### src/rtl/design_params_pkg.sv
// Shared parameters for the timer bus responder.
//   P_ADDR_WIDTH / P_DATA_WIDTH : bus address and data widths (data >= 16 bits)
//   ADDR_*                      : register word addresses, matched on the full width
//   state_e                     : bus responder FSM states
package design_params_pkg;

  localparam int P_ADDR_WIDTH = 8;
  localparam int P_DATA_WIDTH = 16;

  localparam logic [P_ADDR_WIDTH-1:0] ADDR_CTRL   = P_ADDR_WIDTH'(0);
  localparam logic [P_ADDR_WIDTH-1:0] ADDR_LOAD   = P_ADDR_WIDTH'(1);
  localparam logic [P_ADDR_WIDTH-1:0] ADDR_COUNT  = P_ADDR_WIDTH'(2);
  localparam logic [P_ADDR_WIDTH-1:0] ADDR_STATUS = P_ADDR_WIDTH'(3);

  // CTRL bit positions
  localparam int CTRL_EN          = 0;
  localparam int CTRL_AUTO_RELOAD = 1;
  localparam int CTRL_IRQ_EN      = 2;

  typedef enum logic [1:0] {
    ST_IDLE  = 2'd0,
    ST_WAIT  = 2'd1,
    ST_GRANT = 2'd2
  } state_e;

endpackage

### src/rtl/timer_counter.sv
// Down-counter with reload and sticky expiry flag.
//   clk, rst        : clock, synchronous active-high reset
//   en_i            : count enable
//   auto_reload_i   : reload from reload_val_i when enabled and at zero
//   reload_val_i    : reload value (LOAD register)
//   load_we_i       : direct load of load_data_i, overrides any decrement
//   load_data_i     : value for a direct load
//   clr_expired_i   : clear request for the expiry flag (loses to a new expiry)
//   count_o         : current count
//   expired_o       : sticky expiry flag, set on a 1->0 decrement
module timer_counter
  import design_params_pkg::*;
(
  input  logic                    clk,
  input  logic                    rst,
  input  logic                    en_i,
  input  logic                    auto_reload_i,
  input  logic [P_DATA_WIDTH-1:0] reload_val_i,
  input  logic                    load_we_i,
  input  logic [P_DATA_WIDTH-1:0] load_data_i,
  input  logic                    clr_expired_i,
  output logic [P_DATA_WIDTH-1:0] count_o,
  output logic                    expired_o
);

  logic [P_DATA_WIDTH-1:0] count_q, count_d;
  logic                    expired_q, expired_d;
  logic                    expire_s;

  // Next count: direct load wins, otherwise decrement / reload / hold.
  always_comb begin
    count_d  = count_q;
    expire_s = 1'b0;
    if (load_we_i) begin
      count_d = load_data_i;
    end else if (en_i) begin
      if (count_q != {P_DATA_WIDTH{1'b0}}) begin
        count_d  = count_q - P_DATA_WIDTH'(1);
        expire_s = (count_q == P_DATA_WIDTH'(1));
      end else if (auto_reload_i) begin
        count_d = reload_val_i;
      end else begin
        count_d = count_q;
      end
    end else begin
      count_d = count_q;
    end
  end

  // Expiry flag: a new expiry beats a simultaneous clear.
  always_comb begin
    if (expire_s) begin
      expired_d = 1'b1;
    end else if (clr_expired_i) begin
      expired_d = 1'b0;
    end else begin
      expired_d = expired_q;
    end
  end

  // Counter and flag state.
  always_ff @(posedge clk) begin
    if (rst) begin
      count_q   <= {P_DATA_WIDTH{1'b0}};
      expired_q <= 1'b0;
    end else begin
      count_q   <= count_d;
      expired_q <= expired_d;
    end
  end

  assign count_o   = count_q;
  assign expired_o = expired_q;

endmodule

### src/rtl/timer_bus_slave.sv
// Bus responder with a timer register block.
//   clk, rst  : clock, synchronous active-high reset
//   req       : master request, sampled in IDLE
//   addr      : register word address (full-width match)
//   wdata     : write data
//   write_en  : 1 = write, 0 = read
//   gnt       : one-cycle grant, P_WAIT_STATES+1 cycles after the sampling edge
//   rdata     : read data, zero outside the grant cycle
//   irq       : level interrupt, EXPIRED & IRQ_EN delayed one cycle
module timer_bus_slave
  import design_params_pkg::*;
#(
  parameter int P_WAIT_STATES = 1
) (
  input  logic                    clk,
  input  logic                    rst,
  input  logic                    req,
  input  logic [P_ADDR_WIDTH-1:0] addr,
  input  logic [P_DATA_WIDTH-1:0] wdata,
  input  logic                    write_en,
  output logic                    gnt,
  output logic [P_DATA_WIDTH-1:0] rdata,
  output logic                    irq
);

  state_e                  state_q, state_d;
  logic [1:0]              wait_cnt_q, wait_cnt_d;
  logic [P_ADDR_WIDTH-1:0] addr_q, addr_d;
  logic [P_DATA_WIDTH-1:0] wdata_q, wdata_d;
  logic                    we_q, we_d;
  logic                    gnt_q;
  logic [2:0]              ctrl_q, ctrl_d;
  logic [P_DATA_WIDTH-1:0] load_q, load_d;
  logic                    irq_q, irq_d;

  logic                    wr_commit_s;
  logic                    ctrl_we_s, load_we_s, status_clr_s;
  logic [P_DATA_WIDTH-1:0] count_s;
  logic                    expired_s;
  logic [P_DATA_WIDTH-1:0] rdata_s;

  // Responder FSM; the transaction is captured in IDLE so later req/addr changes do not matter.
  always_comb begin
    state_d    = state_q;
    wait_cnt_d = wait_cnt_q;
    addr_d     = addr_q;
    wdata_d    = wdata_q;
    we_d       = we_q;
    case (state_q)
      ST_IDLE: begin
        if (req) begin
          addr_d     = addr;
          wdata_d    = wdata;
          we_d       = write_en;
          wait_cnt_d = 2'd0;
          state_d    = (P_WAIT_STATES > 0) ? ST_WAIT : ST_GRANT;
        end else begin
          state_d = ST_IDLE;
        end
      end
      ST_WAIT: begin
        if (wait_cnt_q >= 2'(P_WAIT_STATES - 1)) begin
          state_d = ST_GRANT;
        end else begin
          wait_cnt_d = wait_cnt_q + 2'd1;
        end
      end
      ST_GRANT: state_d = ST_IDLE;
      default:  state_d = ST_IDLE;
    endcase
  end

  // Register write decode; writes land on the edge that ends the grant cycle.
  always_comb begin
    wr_commit_s  = gnt_q & we_q;
    ctrl_we_s    = 1'b0;
    load_we_s    = 1'b0;
    status_clr_s = 1'b0;
    case (addr_q)
      ADDR_CTRL:   ctrl_we_s    = wr_commit_s;
      ADDR_LOAD:   load_we_s    = wr_commit_s;
      ADDR_STATUS: status_clr_s = wr_commit_s & wdata_q[0];
      default:     ctrl_we_s    = 1'b0;
    endcase
    if (ctrl_we_s) begin
      ctrl_d = wdata_q[2:0];
    end else begin
      ctrl_d = ctrl_q;
    end
    if (load_we_s) begin
      load_d = wdata_q;
    end else begin
      load_d = load_q;
    end
    irq_d = expired_s & ctrl_q[CTRL_IRQ_EN];
  end

  // Read mux, only driven during the grant cycle.
  always_comb begin
    rdata_s = {P_DATA_WIDTH{1'b0}};
    if (gnt_q) begin
      case (addr_q)
        ADDR_CTRL:   rdata_s = {{(P_DATA_WIDTH-3){1'b0}}, ctrl_q};
        ADDR_LOAD:   rdata_s = load_q;
        ADDR_COUNT:  rdata_s = count_s;
        ADDR_STATUS: rdata_s = {{(P_DATA_WIDTH-1){1'b0}}, expired_s};
        default:     rdata_s = {P_DATA_WIDTH{1'b0}};
      endcase
    end else begin
      rdata_s = {P_DATA_WIDTH{1'b0}};
    end
  end

  // State, captured transaction, grant and register flops.
  always_ff @(posedge clk) begin
    if (rst) begin
      state_q    <= ST_IDLE;
      wait_cnt_q <= 2'd0;
      addr_q     <= {P_ADDR_WIDTH{1'b0}};
      wdata_q    <= {P_DATA_WIDTH{1'b0}};
      we_q       <= 1'b0;
      gnt_q      <= 1'b0;
      ctrl_q     <= 3'd0;
      load_q     <= {P_DATA_WIDTH{1'b0}};
      irq_q      <= 1'b0;
    end else begin
      state_q    <= state_d;
      wait_cnt_q <= wait_cnt_d;
      addr_q     <= addr_d;
      wdata_q    <= wdata_d;
      we_q       <= we_d;
      gnt_q      <= (state_d == ST_GRANT);
      ctrl_q     <= ctrl_d;
      load_q     <= load_d;
      irq_q      <= irq_d;
    end
  end

  timer_counter u_counter (
    .clk           (clk),
    .rst           (rst),
    .en_i          (ctrl_q[CTRL_EN]),
    .auto_reload_i (ctrl_q[CTRL_AUTO_RELOAD]),
    .reload_val_i  (load_q),
    .load_we_i     (load_we_s),
    .load_data_i   (wdata_q),
    .clr_expired_i (status_clr_s),
    .count_o       (count_s),
    .expired_o     (expired_s)
  );

  assign gnt   = gnt_q;
  assign rdata = rdata_s;
  assign irq   = irq_q;

endmodule

### config.mk
export PLATFORM = sky130hd
export DESIGN_NAME = timer_bus_slave
export DESIGN_NICKNAME = d
export VERILOG_FILES = /design/src/rtl/design_params_pkg.sv /design/src/rtl/timer_counter.sv /design/src/rtl/timer_bus_slave.sv
export SDC_FILE = /design/constraint.sdc
export NUM_CORES = 1
export LEC_CHECK = 0
export BUFFER_PORTS_ARGS = -buffer_cell sky130_fd_sc_hd__buf_2
export CORE_MARGIN = 10
export CORE_UTILIZATION = 35
export CTS_BUF_LIST = sky130_fd_sc_hd__clkbuf_16
export CTS_CLUSTER_DIAMETER = 60
export DETAILED_ROUTE_END_ITERATION = 7
export PLACE_DENSITY = 0.65
export REMOVE_ABC_BUFFERS = 1
export SYNTH_ARGS = -nofsm -noshare
export SYNTH_HDL_FRONTEND = slang
export SYNTH_HIERARCHICAL = 1
export SYNTH_SLANG_ARGS = --single-unit
### constraint.sdc
create_clock -name clk -period 4.5 [get_ports clk]
set_input_delay 0.9 -clock clk [delete_from_list [all_inputs] [get_ports clk]]
set_output_delay 0.9 -clock clk [all_outputs]
set_load 0.005 [all_outputs]
### Word-level counts from Yosys, hierarchy flattened

Cells that the tools add are included.

| word-level totals | value |
|---|---|
| word-level logic and storage cells | 55 |
| output and inout port bits | 18 |
| register bits after elaboration | 67 |

| operators by class | value |
|---|---|
| order comparisons | 1 |
| $add $sub $neg | 2 |
| bitwise operators | 3 |
| multiplexer cells | 20 |
| reductions and logical operators | 10 |
| eq/ne operators | 8 |

Operators with widths:

| kind | count |
|---|---|
| $mux W16 | 5 |
| $pmux W16 S4 | 1 |
| $eq A16 B1 Y1 const B | 1 |
| $eq A8 B2 Y1 const B | 2 |
| $reduce_bool A16 Y1 | 1 |
| $sub A16 B1 Y16 const B | 1 |
| $mux W1 | 9 |
| $eq A8 B1 Y1 const B | 1 |
| $logic_not A8 Y1 | 1 |
| $pmux W2 S2 | 2 |
| $mux W2 | 3 |
| $reduce_bool A2 Y1 | 3 |
| $ne A2 B2 Y1 const B | 2 |
| $reduce_and A2 Y1 | 2 |
| $and A1 B1 Y1 | 3 |
| $reduce_and A3 Y1 | 1 |
| $reduce_bool A3 Y1 | 1 |
| $add A2 B1 Y2 const B | 1 |
| $eq A2 B1 Y1 const B | 1 |
| $eq A2 B2 Y1 const B | 1 |
| $ge A2 B1 Y1 const B | 1 |
| $logic_not A2 Y1 | 1 |

### Logic depth before layout (Yosys ltp)

Gate-level depths: netlist of the first run.

| depth | value |
|---|---|
| word-level depth | 5 |
| mapped depth | 12 |
| depth with buffers taken out | 7 |

### Modules after synthesis

The synthesis of the first run kept the hierarchy.

By module, submodules not included:

| module | area each (um^2) | times used | cells an instance |
|---|---|---|---|
| timer_bus_slave | 2147.1 | 1 | 219 |
| timer_counter | 1371.3 | 1 | 182 |

### Worst setup path before layout of the first run

No wires, ideal clock.

| timing path | value |
|---|---|
| path kind | reg-to-reg |
| start | register u_counter.count_q[0] (netlist: u_counter/count_o[0]) |
| end | register u_counter.count_q[4] (netlist: u_counter/count_o[4]) |
| arrival time | 2.315 ns |
| path slack | 2.099 ns |
| required time | 4.414 ns |
| stages on the path, launching flop included | 9 |
| clock period less this slack | 2.401 ns |
| library setup time | 0.086 ns |
| cells stage by stage | dfxtp_1 inv_1 ha_1 or3b_2 or4_1 buf_2 and3_1 or3_1 a221oi_2 |

| between the ends | value |
|---|---|
| longest elaborated chain between the ends | 4 |

Ends and longest elaborated chain:

| element | line | source |
|---|---|---|
| from (decl) | timer_counter.sv:26 | `logic [P_DATA_WIDTH-1:0] count_q, count_d;` |
| from (signal assigned) | timer_counter.sv:64 | `count_q <= {P_DATA_WIDTH{1'b0}};` |
| from (signal assigned) | timer_counter.sv:67 | `count_q <= count_d;` |
| $sub A16 B1 Y16 / $reduce_bool A16 Y1 (equally long branches) | timer_counter.sv:38, timer_counter.sv:37 |  |
| $mux W16 | timer_counter.sv:37 | `if (count_q != {P_DATA_WIDTH{1'b0}}) begin` |
| $mux W16 | timer_counter.sv:36 | `end else if (en_i) begin` |
| $mux W16 | timer_counter.sv:34 | `if (load_we_i) begin` |

Parallel ways exist; a longest one is shown, timed or not. The select of a mux whose other input is x is not followed.
A chain may end at the register's enable or synchronous reset.

### Worst setup path in the final report of the first run

| timing path | value |
|---|---|
| start | register addr_q[0] |
| end | output rdata[2] |

| between the ends | value |
|---|---|
| longest elaborated chain between the ends | 3 |

Ends and longest elaborated chain:

| element | line | source |
|---|---|---|
| from (decl) | timer_bus_slave.sv:28 | `logic [P_ADDR_WIDTH-1:0] addr_q, addr_d;` |
| from (signal assigned) | timer_bus_slave.sv:119 | `addr_q <= {P_ADDR_WIDTH{1'b0}};` |
| from (signal assigned) | timer_bus_slave.sv:129 | `addr_q <= addr_d;` |
| $eq A8 B2 Y1 (tied with other cells) | timer_bus_slave.sv:102 | `case (addr_q)` |
| $pmux W16 S4 (*) | timer_bus_slave.sv:102 |  |
| $mux W16 (*) | timer_bus_slave.sv:101 | `if (gnt_q) begin` |
| to (decl) | timer_bus_slave.sv:22 | `output logic [P_DATA_WIDTH-1:0] rdata,` |

Mark *: on every way between the ends. The rest lies on a longest branch, timed or not.

==> results_dict.tcl, run 1 <==
set metrics [dict create \
    p_seq_frac 0.426 \
    max_freq_mhz 321.6 \
    io_buffers 45 \
    pin_count 46 \
    drv_slew 0 \
    antenna_left 0 \
    die_y_um 120.3 \
    skew_ns 0.008794 \
    die_area_mm2 0.01446 \
    async_reset_ff_frac 0 \
    grt_usage 0.1212 \
    cp-end-kind "output pin" \
    clk_pin_slew_ns 0.06 \
    layout_min_cycle_time_ns 3.109 \
    setup_viol 0 \
    swShare 0.2443 \
    area_growth_pct 16.32 \
    synth-edff-count 0 \
    clock_latency_ns 0.34 \
    drive_above_1_share 0.1963 \
    most-common-layout-cells "dfxtp_1 (64), nor2_1 (52), mux2i_1 (46)" \
    vdd_ir_drop_max_mv 0.1360 \
    clkPwrFrac 0.508 \
    wl_per_cell_um 15.63 \
    via_per_inst 5.166 \
    synth_cell_types 57 \
    vias 2950 \
    internal-power_mw 1.060 \
    combPwrFrac 0.066 \
    crit_chain "nor2b_1 > buf_4 > nand2_1 > a21oi_1 > buf_2" \
    grt_antenna_before_repair 0 \
    cts_buffers 9 \
    slowest_delay_ns 0.65 \
    netlist_area_mm2 0.003518 \
    num_rows 36 \
    routed_wl_mm 8.927 \
    p_per_area_mw_per_mm2 342.6 \
    die_w_um 120.3 \
    antennaDiodeCount 0 \
    synth_seq_cells 64 \
    clock-sinks 64 \
    cts_setup_buffers 0 \
    synth_ff_type "dfxtp_1" \
    grt_pass1_vias 2900 \
    worst_slew_margin_rel 0.3579 \
    grt_max_degree 44 \
    cts_resized 0 \
    tightest_slew_ns 0.9599 \
    stdcell_count 571 \
    grt.overflow.total 0 \
    period_share 0.6909 \
    start_kind "flip-flop" \
    final_common_cell "dfxtp_1" \
    grt_pass1_wl_mm 14.48 \
    cts_tree "built" \
    power_switching_mw 0.3426 \
    status "complete, no violations" \
    cpMaxStageDelayCell "nor2b_1" \
    htreeDepth 3 \
    hold_viol 0 \
    path_class "reg2out" \
    initial_utilization 0.3600 \
    cellLeakagePower_nw 1.626 \
    grt_setup_unrepaired "false" \
    clockBufferDepth 2 \
    root_buffer "clkbuf_16" \
    remaining_drc_errors 0 \
    cp_max_fo 9 \
    ctsHoldBuffers 0 \
    dr.pass1.iters 4 \
    fin_setup_tns_ns 0 \
    drt_iter0_drc 154 \
    dp_cells 555 \
    layout.nets 464 \
    required_ns 3.60 \
    avgSynthCellArea_um2 8.774 \
    crit_arrival_ns 2.21 \
    dp_hpwl_mm 6.050 \
    yosys_warnings 6 \
    netlist_instances 401 \
    design.core.area_mm2 0.009774 \
    total_power_mw 1.402 \
    gp_congestion 0.9013 \
    yosysSeqAreaShare 0.3642 \
    hold_class "reg2reg" \
    cap_violations 0 \
]
==> final timing paths <==
| check | endpoint | start | cells past startpoint | slack [ns] |
|---|---|---|---|---|
| min reg2reg | irq$_SDFF_PP0_ | u_counter/expired_o$_SDFFE_PP0P_ | 2 | 0.45 |
| max | rdata[2] | addr_q[0]$_SDFFE_PP0P_ | 5 | 1.39 |
| min | irq$_SDFF_PP0_ | u_counter/expired_o$_SDFFE_PP0P_ | 2 | 0.45 |
| max reg2reg | u_counter/count_o[4]$_SDFFE_PP0P_ | u_counter/count_o[6]$_SDFFE_PP0P_ | 5 | 1.58 |
==> cell usage after synthesis, types with 2 or more instances <==
master,number,area share
dfxtp_1,64,0.36
nor2_1,52,0.055
mux2i_1,46,0.13
nand2b_1,35,0.062
nand2_1,23,0.025
a21oi_1,20,0.028
clkbuf_1,15,0.016
inv_1,15,0.016
a22oi_1,13,0.028
a221oi_1,7,0.017
buf_2,7,0.010
nor4_1,7,0.012
nand3_1,6,0.0085
nor2b_1,6,0.011
nor3_1,5,0.0071
or2_2,5,0.0089
o211ai_1,4,0.0085
o21ai_0,4,0.0057
o31ai_1,4,0.0085
a211o_1,3,0.0075
a31oi_1,3,0.0053
buf_4,3,0.0064
ha_1,3,0.011
nand4_1,3,0.0053
nor3b_1,3,0.0064
or3_1,3,0.0053
or4_1,3,0.0064
or4b_2,3,0.0085
xor2_1,3,0.0075
a221oi_2,2,0.0085
buf_12,2,0.011
o21a_1,2,0.0043
or4_4,2,0.0064
xnor2_1,2,0.0050
==> per-layer routing <==
layer,GRT usage,routed length [µm],part of all wire
met5,0,0,0
met4,0.04374,136,0.015
met3,0.03630,558,0.063
met2,0.1895,3917,0.44
met1,0.1548,4314,0.48
==> cells by family (layout without fill, tap and decap cells) <==
group,count (synthesis),in the layout,share of synthesized area
xor gates and xnor gates,5,5,0.01245
DFF,64,64,0.3642
AOI/OAI and AO/OA,72,72,0.1511
muxes,47,47,0.1383
adders and majority gates,3,3,0.01067
buffers and inverters,43,80,0.06081
and+or+nand+nor,167,167,0.2625
==> state kept, by name (all words and copies together), names as in the netlist <==
register	cells
wdata_q	16
addr_q	8
we_q	1
u_counter/expired_o	1
u_counter/count_o	16
load_q	16
irq	1
state_q	2
ctrl_q	3
==> critical path, delay by kind of cell, from the launching register on <==
family,cells,cell delay (ns)
AOI/OAI and AO/OA,1,0.20
buffers and inverters,2,0.47
and+or+nand+nor,2,0.74
DFF,1,0.47
==> stage by stage <==
stage / instance area [µm²] / hold WS (ns) / worst slack [ns] / utilization
after floorplan: 3361 / 0.4123 / 0.4379 / -
after global placement: 3787 / 0.4342 / 1.702 / 0.3875
after detailed placement: 3787 / 0.4384 / 1.618 / 0.3875
after CTS: 4093 / 0.4481 / 1.379 / 0.4187
after global routing: 4093 / 0.4880 / 1.294 / 0.4187
final: 4093 / 0.4472 / 1.391 / 0.4187
==> power groups by stage <==
stage | Clock (mW) | Combinational, mW | Sequential [mW]
after floorplan | 0 | 0.0592 | 0.606
after global placement | 0 | 0.0905 | 0.609
after detailed placement | 0 | 0.0926 | 0.610
after CTS | 0.719 | 0.0934 | 0.598
after global routing | 0.741 | 0.102 | 0.600
final | 0.713 | 0.0920 | 0.598
==> cell type report <==
class / instances / area (µm²)
Fill cell: 978 / 5682
Multi-Input combinational cell: 294 / 2028
Sequential cell: 64 / 1281
Timing Repair Buffer: 49 / 255.2
Clock buffer: 9 / 225.2
Tap cell: 133 / 166.4
Clock inverter: 7 / 80.08
Inverter: 15 / 56.30
Power figures use the tool's default switching activity.
==> inputs of run 2 (changes only) <==
--- a/config.mk
+++ b/config.mk
@@ -5,13 +5,14 @@
 export SDC_FILE = /design/constraint.sdc
 export NUM_CORES = 1
 export LEC_CHECK = 0
+export ABC_AREA = 1
 export BUFFER_PORTS_ARGS = -buffer_cell sky130_fd_sc_hd__buf_2
 export CORE_MARGIN = 10
 export CORE_UTILIZATION = 35
 export CTS_BUF_LIST = sky130_fd_sc_hd__clkbuf_16
 export CTS_CLUSTER_DIAMETER = 60
 export DETAILED_ROUTE_END_ITERATION = 7
-export PLACE_DENSITY = 0.65
+export PLACE_DENSITY = 0.67
 export REMOVE_ABC_BUFFERS = 1
 export SYNTH_ARGS = -nofsm -noshare
 export SYNTH_HDL_FRONTEND = slang
==> constraint.sdc (replaced) <==
create_clock -name clk -period 2.6 [get_ports clk]
set_input_delay 0.52 -clock clk [delete_from_list [all_inputs] [get_ports clk]]
set_output_delay 0.52 -clock clk [all_outputs]
set_load 0.005 [all_outputs]
==> run 2 against run 1 <==
Against the previous run: synthesized cell count is 42% higher; cell area is 2.4% higher; clock skew is 0.0026 ns lower; non-clock buffer count is 1 lower; register-to-register slack worse by 0.95 ns; die area is 3.4% higher; worst hold slack better by 0.0047 ns; critical path depth is 3 higher; critical path type unchanged; largest power group unchanged; highest routed layer unchanged.
==> results_dict.tcl, run 2 <==
set metrics [dict create \
    status "complete, no violations" \
    required_ns 2.08 \
    most-common-layout-cells "nand2_1 (129), nor2_1 (82), inv_1 (66)" \
    die_area_mm2 0.01495 \
    grt_setup_unrepaired "false" \
    grt_pass1_vias 3534 \
    crit_chain "nor2_1 > nand3_1 > nor2_4 > nand2_1 > nand3_1 > nand2_1 > inv_1 > buf_2" \
    vdd_ir_drop_max_mv 0.2576 \
    r2r_setup_slack_ns 0.63 \
    reg2reg_depth 9 \
    gp_congestion 0.9375 \
    synth.top_cell.area_share 0.3498 \
    crit_end "rdata[2]" \
    clockBufferDepth 2 \
    tightest_slew_ns 0.6489 \
    skew_ns 0.006242 \
    swShare 0.2526 \
    hold_class "reg2reg" \
    r2r_start "state_q[1]$_SDFF_PP0_" \
    start_kind "flip-flop" \
    cts_setup_buffers 0 \
    cts_buffers 9 \
    slowest_delay_ns 0.42 \
    cp-end-kind "output pin" \
    root_buffer "clkbuf_16" \
    clkPwrFrac 0.460 \
    yosysMostFrequentCell "nand2_1" \
    grt_usage 0.1385 \
    final_common_cell "nand2_1" \
    grt_pass1_wl_mm 16.84 \
    drv_slew 0 \
    yosys-top-cells-count "nand2_1 (129), nor2_1 (82), a21oi_1 (64), dfxtp_1 (64), inv_1 (64)" \
    combPwrFrac 0.084 \
    vias 3733 \
    worst_slew_margin_rel 0.5669 \
    antenna_left 0 \
    crit_arrival_ns 1.79 \
    dp_hpwl_mm 7.208 \
    synth-edff-count 0 \
    fin_setup_tns_ns 0 \
    drt_iter0_drc 270 \
    clock-sinks 64 \
    wl_per_cell_um 13.92 \
    die_y_um 122.3 \
    initial_utilization 0.3563 \
    rr_endpoint "u_counter/count_o[6]$_SDFFE_PP0P_" \
    avgSynthCellArea_um2 6.414 \
    layout.nets 636 \
    dr.pass1.iters 5 \
    routed_wl_mm 10.39 \
    cts_tree "built" \
    path_class "reg2out" \
    cts_resized 0 \
    grt_max_degree 42 \
    antennaDiodeCount 0 \
    yosys.area.top_type "dfxtp_1" \
    cpMaxStageDelayCell "nor2_4" \
    max_freq_mhz 432.0 \
    yosys_warnings 6 \
    setup_viol 0 \
    p_seq_frac 0.456 \
    hold_slack_ns 0.4518 \
    ctsHoldBuffers 0 \
    via_per_inst 5.004 \
    crit_path_start "addr_q[2]$_SDFFE_PP0P_" \
    die_w_um 122.3 \
    internal-power_mw 1.705 \
    multi_input_area_mm2 0.001947 \
    netlist_instances 571 \
    synth_ff_type "dfxtp_1" \
    p_per_area_mw_per_mm2 544.2 \
    grt.overflow.total 0 \
    cp_max_fo 15 \
    remaining_drc_errors 0 \
    cap_violations 0 \
    yosysSeqAreaShare 0.3498 \
    io_buffers 45 \
    netlist_area_mm2 0.003662 \
    fin_util 0.4078 \
    regArea_mm2 0.001281 \
    pin_count 46 \
    synth_cell_types 32 \
    fillers 1119 \
    synth_seq_cells 64 \
    drive_above_1_share 0.1492 \
    design.core.area_mm2 0.01028 \
    num_rows 37 \
    htreeDepth 3 \
    layout_min_cycle_time_ns 2.315 \
    async_reset_ff_frac 0 \
    power_switching_mw 0.5762 \
    clock_latency_ns 0.33 \
    cellLeakagePower_nw 1.983 \
    area_growth_pct 14.45 \
    hold_viol 0 \
    clk_pin_slew_ns 0.05 \
    yosys-top-cells-area "dfxtp_1 (35%), nand2_1 (13%), a21oi_1 (8.7%)" \
    grt_antenna_before_repair 0 \
    period_share 0.8903 \
]
## run 2: cell types whose count changed in the layout (fill, tap and decap cells not counted), moves of 35 or more
cell,change
a21oi_1,+44
inv_1,+51
mux2i_1,-46
nand2_1,+106
nand2b_1,-35
nand3_1,+49
## run 2: worst min-delay path by stage
stage                          startpoint                endpoint  slack [ns]  cells after the start
floorplan           state_q[0]$_SDFF_PP0_   state_q[1]$_SDFF_PP0_        0.41                      2
global placement    state_q[0]$_SDFF_PP0_   state_q[1]$_SDFF_PP0_        0.44                      2
detailed placement  state_q[0]$_SDFF_PP0_   state_q[1]$_SDFF_PP0_        0.44                      2
CTS                               addr[5]  addr_q[5]$_SDFFE_PP0P_        0.45                      3
global route                      addr[5]  addr_q[5]$_SDFFE_PP0P_        0.46                      3
finish              state_q[0]$_SDFF_PP0_   state_q[1]$_SDFF_PP0_        0.45                      2
## run 2: power by group through the flow
stage	sequential, mW	clock (mW)	combinational [mW]
CTS	1.04	1.07	0.194
global route	1.04	1.12	0.217
global placement	1.06	0	0.189
finish	1.04	1.05	0.192
detailed placement	1.06	0	0.194
floorplan	1.05	0	0.118
## run 2: kinds of logic (layout without fill, tap and decap cells)
family	after synthesis	count (layout)	synth area share
DFF	64	64	0.3498
adders and majority gates	3	3	0.01025
AOI/OAI and AO/OA	109	109	0.1524
and+or+nand+nor	296	296	0.3652
buffers and inverters	98	137	0.1199
xor gates and xnor gates	1	1	0.002392
## run 2: area by class of cell
| type | instances | share of cell area |
|---|---|---|
| inverter | 73 | 0.06597 |
| sequential | 64 | 0.3057 |
| tap | 136 | 0.04060 |
| clock inverter | 7 | 0.007463 |
| timing repair buffer | 48 | 0.06209 |
| clock buffer | 9 | 0.05373 |
| multi-input combinational | 409 | 0.4645 |
## run 2: metal layers
layer  vias up  share of wire  GRT usage
met2       119           0.47     0.2291
met4         0          0.014    0.04492
met5         -              0          0
met1      1710           0.45     0.1739
met3        16          0.059    0.03306
li1       1888              -          -
## run 2: worst max-delay path: cells and delay by family (launching register included)
family	cells	cell delay [ns]
AND/OR/NAND/NOR	6	0.99
buffers and inverters	2	0.16
flip-flops	1	0.32
## run 2: metrics by stage
stage	std cells	setup WS (ns)	total power, mW	cell area [µm²]
after global routing	746	0.06278	2.379	4192
after CTS	746	0.2496	2.301	4192
after floorplan	546	0.5582	1.172	3500
after global placement	730	0.6659	1.249	3935
final	746	0.2851	2.281	4192
after detailed placement	730	0.6133	1.255	3935
==> inputs of run 3 (changes only) <==
==> constraint.sdc (replaced) <==
create_clock -name clk -period 2.6 [get_ports clk]
set_input_delay 0 -clock clk [delete_from_list [all_inputs] [get_ports clk]]
set_output_delay 0 -clock clk [all_outputs]
set_load 0.005 [all_outputs]
==> run 3 against run 2 <==
Against the previous run: flip-flop and latch count stayed put; maximum frequency grew 27%; clock power rose by 9.5%; routed wire length is 0.33% lower; core utilization grew 2.6 points; critical path depth down 2; global-route usage increased by 0.55 points; non-clock buffer count rose by 25.
==> results_dict.tcl, run 3 (synthesized netlist as in run 2, its figures left out) <==
set metrics [dict create \
    cp.buffers_inverters 1 \
    gp_congestion 0.9310 \
    layout.nets 661 \
    antennaDiodeCount 0 \
    grt_usage 0.1441 \
    cts_setup_buffers 0 \
    ctsHoldBuffers 25 \
    antenna_left 0 \
    final_common_cell "nand2_1" \
    layout_setup_ws_ns 0.7824 \
    area_growth_pct 21.63 \
    remaining_drc_errors 0 \
    start_kind "flip-flop" \
    grt_pass1_wl_mm 17.49 \
    setup_viol 0 \
    drive_above_1_share 0.1402 \
    crit_arrival_ns 2.02 \
    p_per_area_mw_per_mm2 540.5 \
    grt_antenna_before_repair 0 \
    fillers 1090 \
    pin_count 46 \
    clock_latency_ns 0.33 \
    regArea_mm2 0.001281 \
    io_buffers 45 \
    dp_cells 730 \
    routed_wl_mm 10.35 \
    tightest_slew_ns 0.6251 \
    grt_setup_unrepaired "false" \
    place_worst_setup_slack_ns 0.8086 \
    clockBufferDepth 2 \
    cellLeakagePower_nw 2.087 \
    path_class "reg2reg" \
    hold_viol 0 \
    crit_chain "nand2_1 > nor2_8 > buf_4 > nor3_1 > nand3_1 > a21oi_1" \
    vias 3757 \
    clkPwrFrac 0.478 \
    die_y_um 122.3 \
    stdcell_count 771 \
    critPathTopFamily "simple AND/OR/NAND/NOR gates" \
    cpMaxStageDelayCell "dfxtp_1" \
    max_freq_mhz 550.2 \
    p_seq_frac 0.433 \
    cts_buffers 9 \
    die_area_mm2 0.01495 \
    drv_slew 0 \
    dp_hpwl_mm 7.194 \
    postLayoutCellArea_mm2 0.004454 \
    dr.pass1.iters 4 \
    layout_min_cycle_time_ns 1.818 \
    most-common-layout-cells "nand2_1 (129), nor2_1 (82), inv_1 (67)" \
    internal-power_mw 1.823 \
    hold_class "in2reg" \
    status "complete, no violations" \
    required_ns 2.80 \
    swShare 0.2426 \
    die_w_um 122.3 \
    design.core.area_mm2 0.01028 \
    root_buffer "clkbuf_16" \
    worst_slew_margin_rel 0.5827 \
    initial_utilization 0.3563 \
    clock-sinks 64 \
    htreeDepth 3 \
    drt_iter0_drc 197 \
    grt_pass1_vias 3569 \
    num_rows 37 \
    cp_max_fo 48 \
    skew_ns 0.005401 \
    place_area_mm2 0.003923 \
    via_per_inst 4.873 \
    fin_setup_tns_ns 0 \
    slowest_delay_ns 0.49 \
    cts_tree "built" \
    power_switching_mw 0.5841 \
    grt_max_degree 49 \
    cap_violations 0 \
    cts_resized 0 \
    grt.overflow.total 0 \
    cp-end-kind "flip-flop" \
    clk_pin_slew_ns 0.05 \
    combPwrFrac 0.090 \
    multi_input_area_mm2 0.001947 \
    vdd_ir_drop_max_mv 0.2357 \
    period_share 0.6991 \
    wl_per_cell_um 13.43 \
]
## run 3: final cells by class
type                    instances  area share
multi-input cells             409      0.4371
repair buffers                 73      0.1118
clock buffers                   9     0.05056
clock inverters                 7     0.01264
well taps                     136     0.03820
inverters                      73     0.06208
flip-flops and latches         64      0.2876
## run 3: path summary, 6_finish.rpt
kind,slack [ns],from,cells after the start,endpoint
setup / recovery,0.78,state_q[1]$_SDFF_PP0_,6,u_counter/expired_o$_SDFFE_PP0P_
hold reg to reg,0.45,addr_q[3]$_SDFFE_PP0P_,2,addr_q[3]$_SDFFE_PP0P_
setup reg to reg,0.78,state_q[1]$_SDFF_PP0_,6,u_counter/expired_o$_SDFFE_PP0P_
hold / removal,0.07,rst,2,state_q[0]$_SDFF_PP0_
## run 3: power by group through the flow
stage          combinational (mW)  clock, mW  sequential [mW]
6_report                    0.216       1.15             1.04
5_1_grt                     0.244       1.21             1.05
4_1_cts                     0.219       1.17             1.04
3_5_place_dp                0.189          0             1.06
3_3_place_gp                0.185          0             1.06
2_1_floorplan               0.118          0             1.05
## run 3: through the flow
| stage | hold WS, ns | utilization | power (mW) |
|---|---|---|---|
| 2_1_floorplan | 0.06907 | - | 1.172 |
| 3_3_place_gp | 0.2544 | 0.3817 | 1.245 |
| 3_5_place_dp | 0.2615 | 0.3817 | 1.250 |
| 4_1_cts | 0.06354 | 0.4334 | 2.432 |
| 5_1_grt | 0.09735 | 0.4334 | 2.504 |
| 6_report | 0.07253 | 0.4334 | 2.407 |
## run 3: worst reg2reg max path: cells and delay by family (launching register included)
| family | cells | cell delay [ns] |
|---|---|---|
| buffers and inverters | 1 | 0.45 |
| and+or+nand+nor | 4 | 0.67 |
| DFF | 1 | 0.49 |
| AOI/OAI and AO/OA | 1 | 0.07 |
## run 3: routing by layer
metal  routed length, µm  share of wire  track usage
met1                4728           0.46       0.1805
met4                 181          0.017      0.05817
met5                   0              0            0
met2                4930           0.48       0.2325
met3                 513          0.050      0.03581
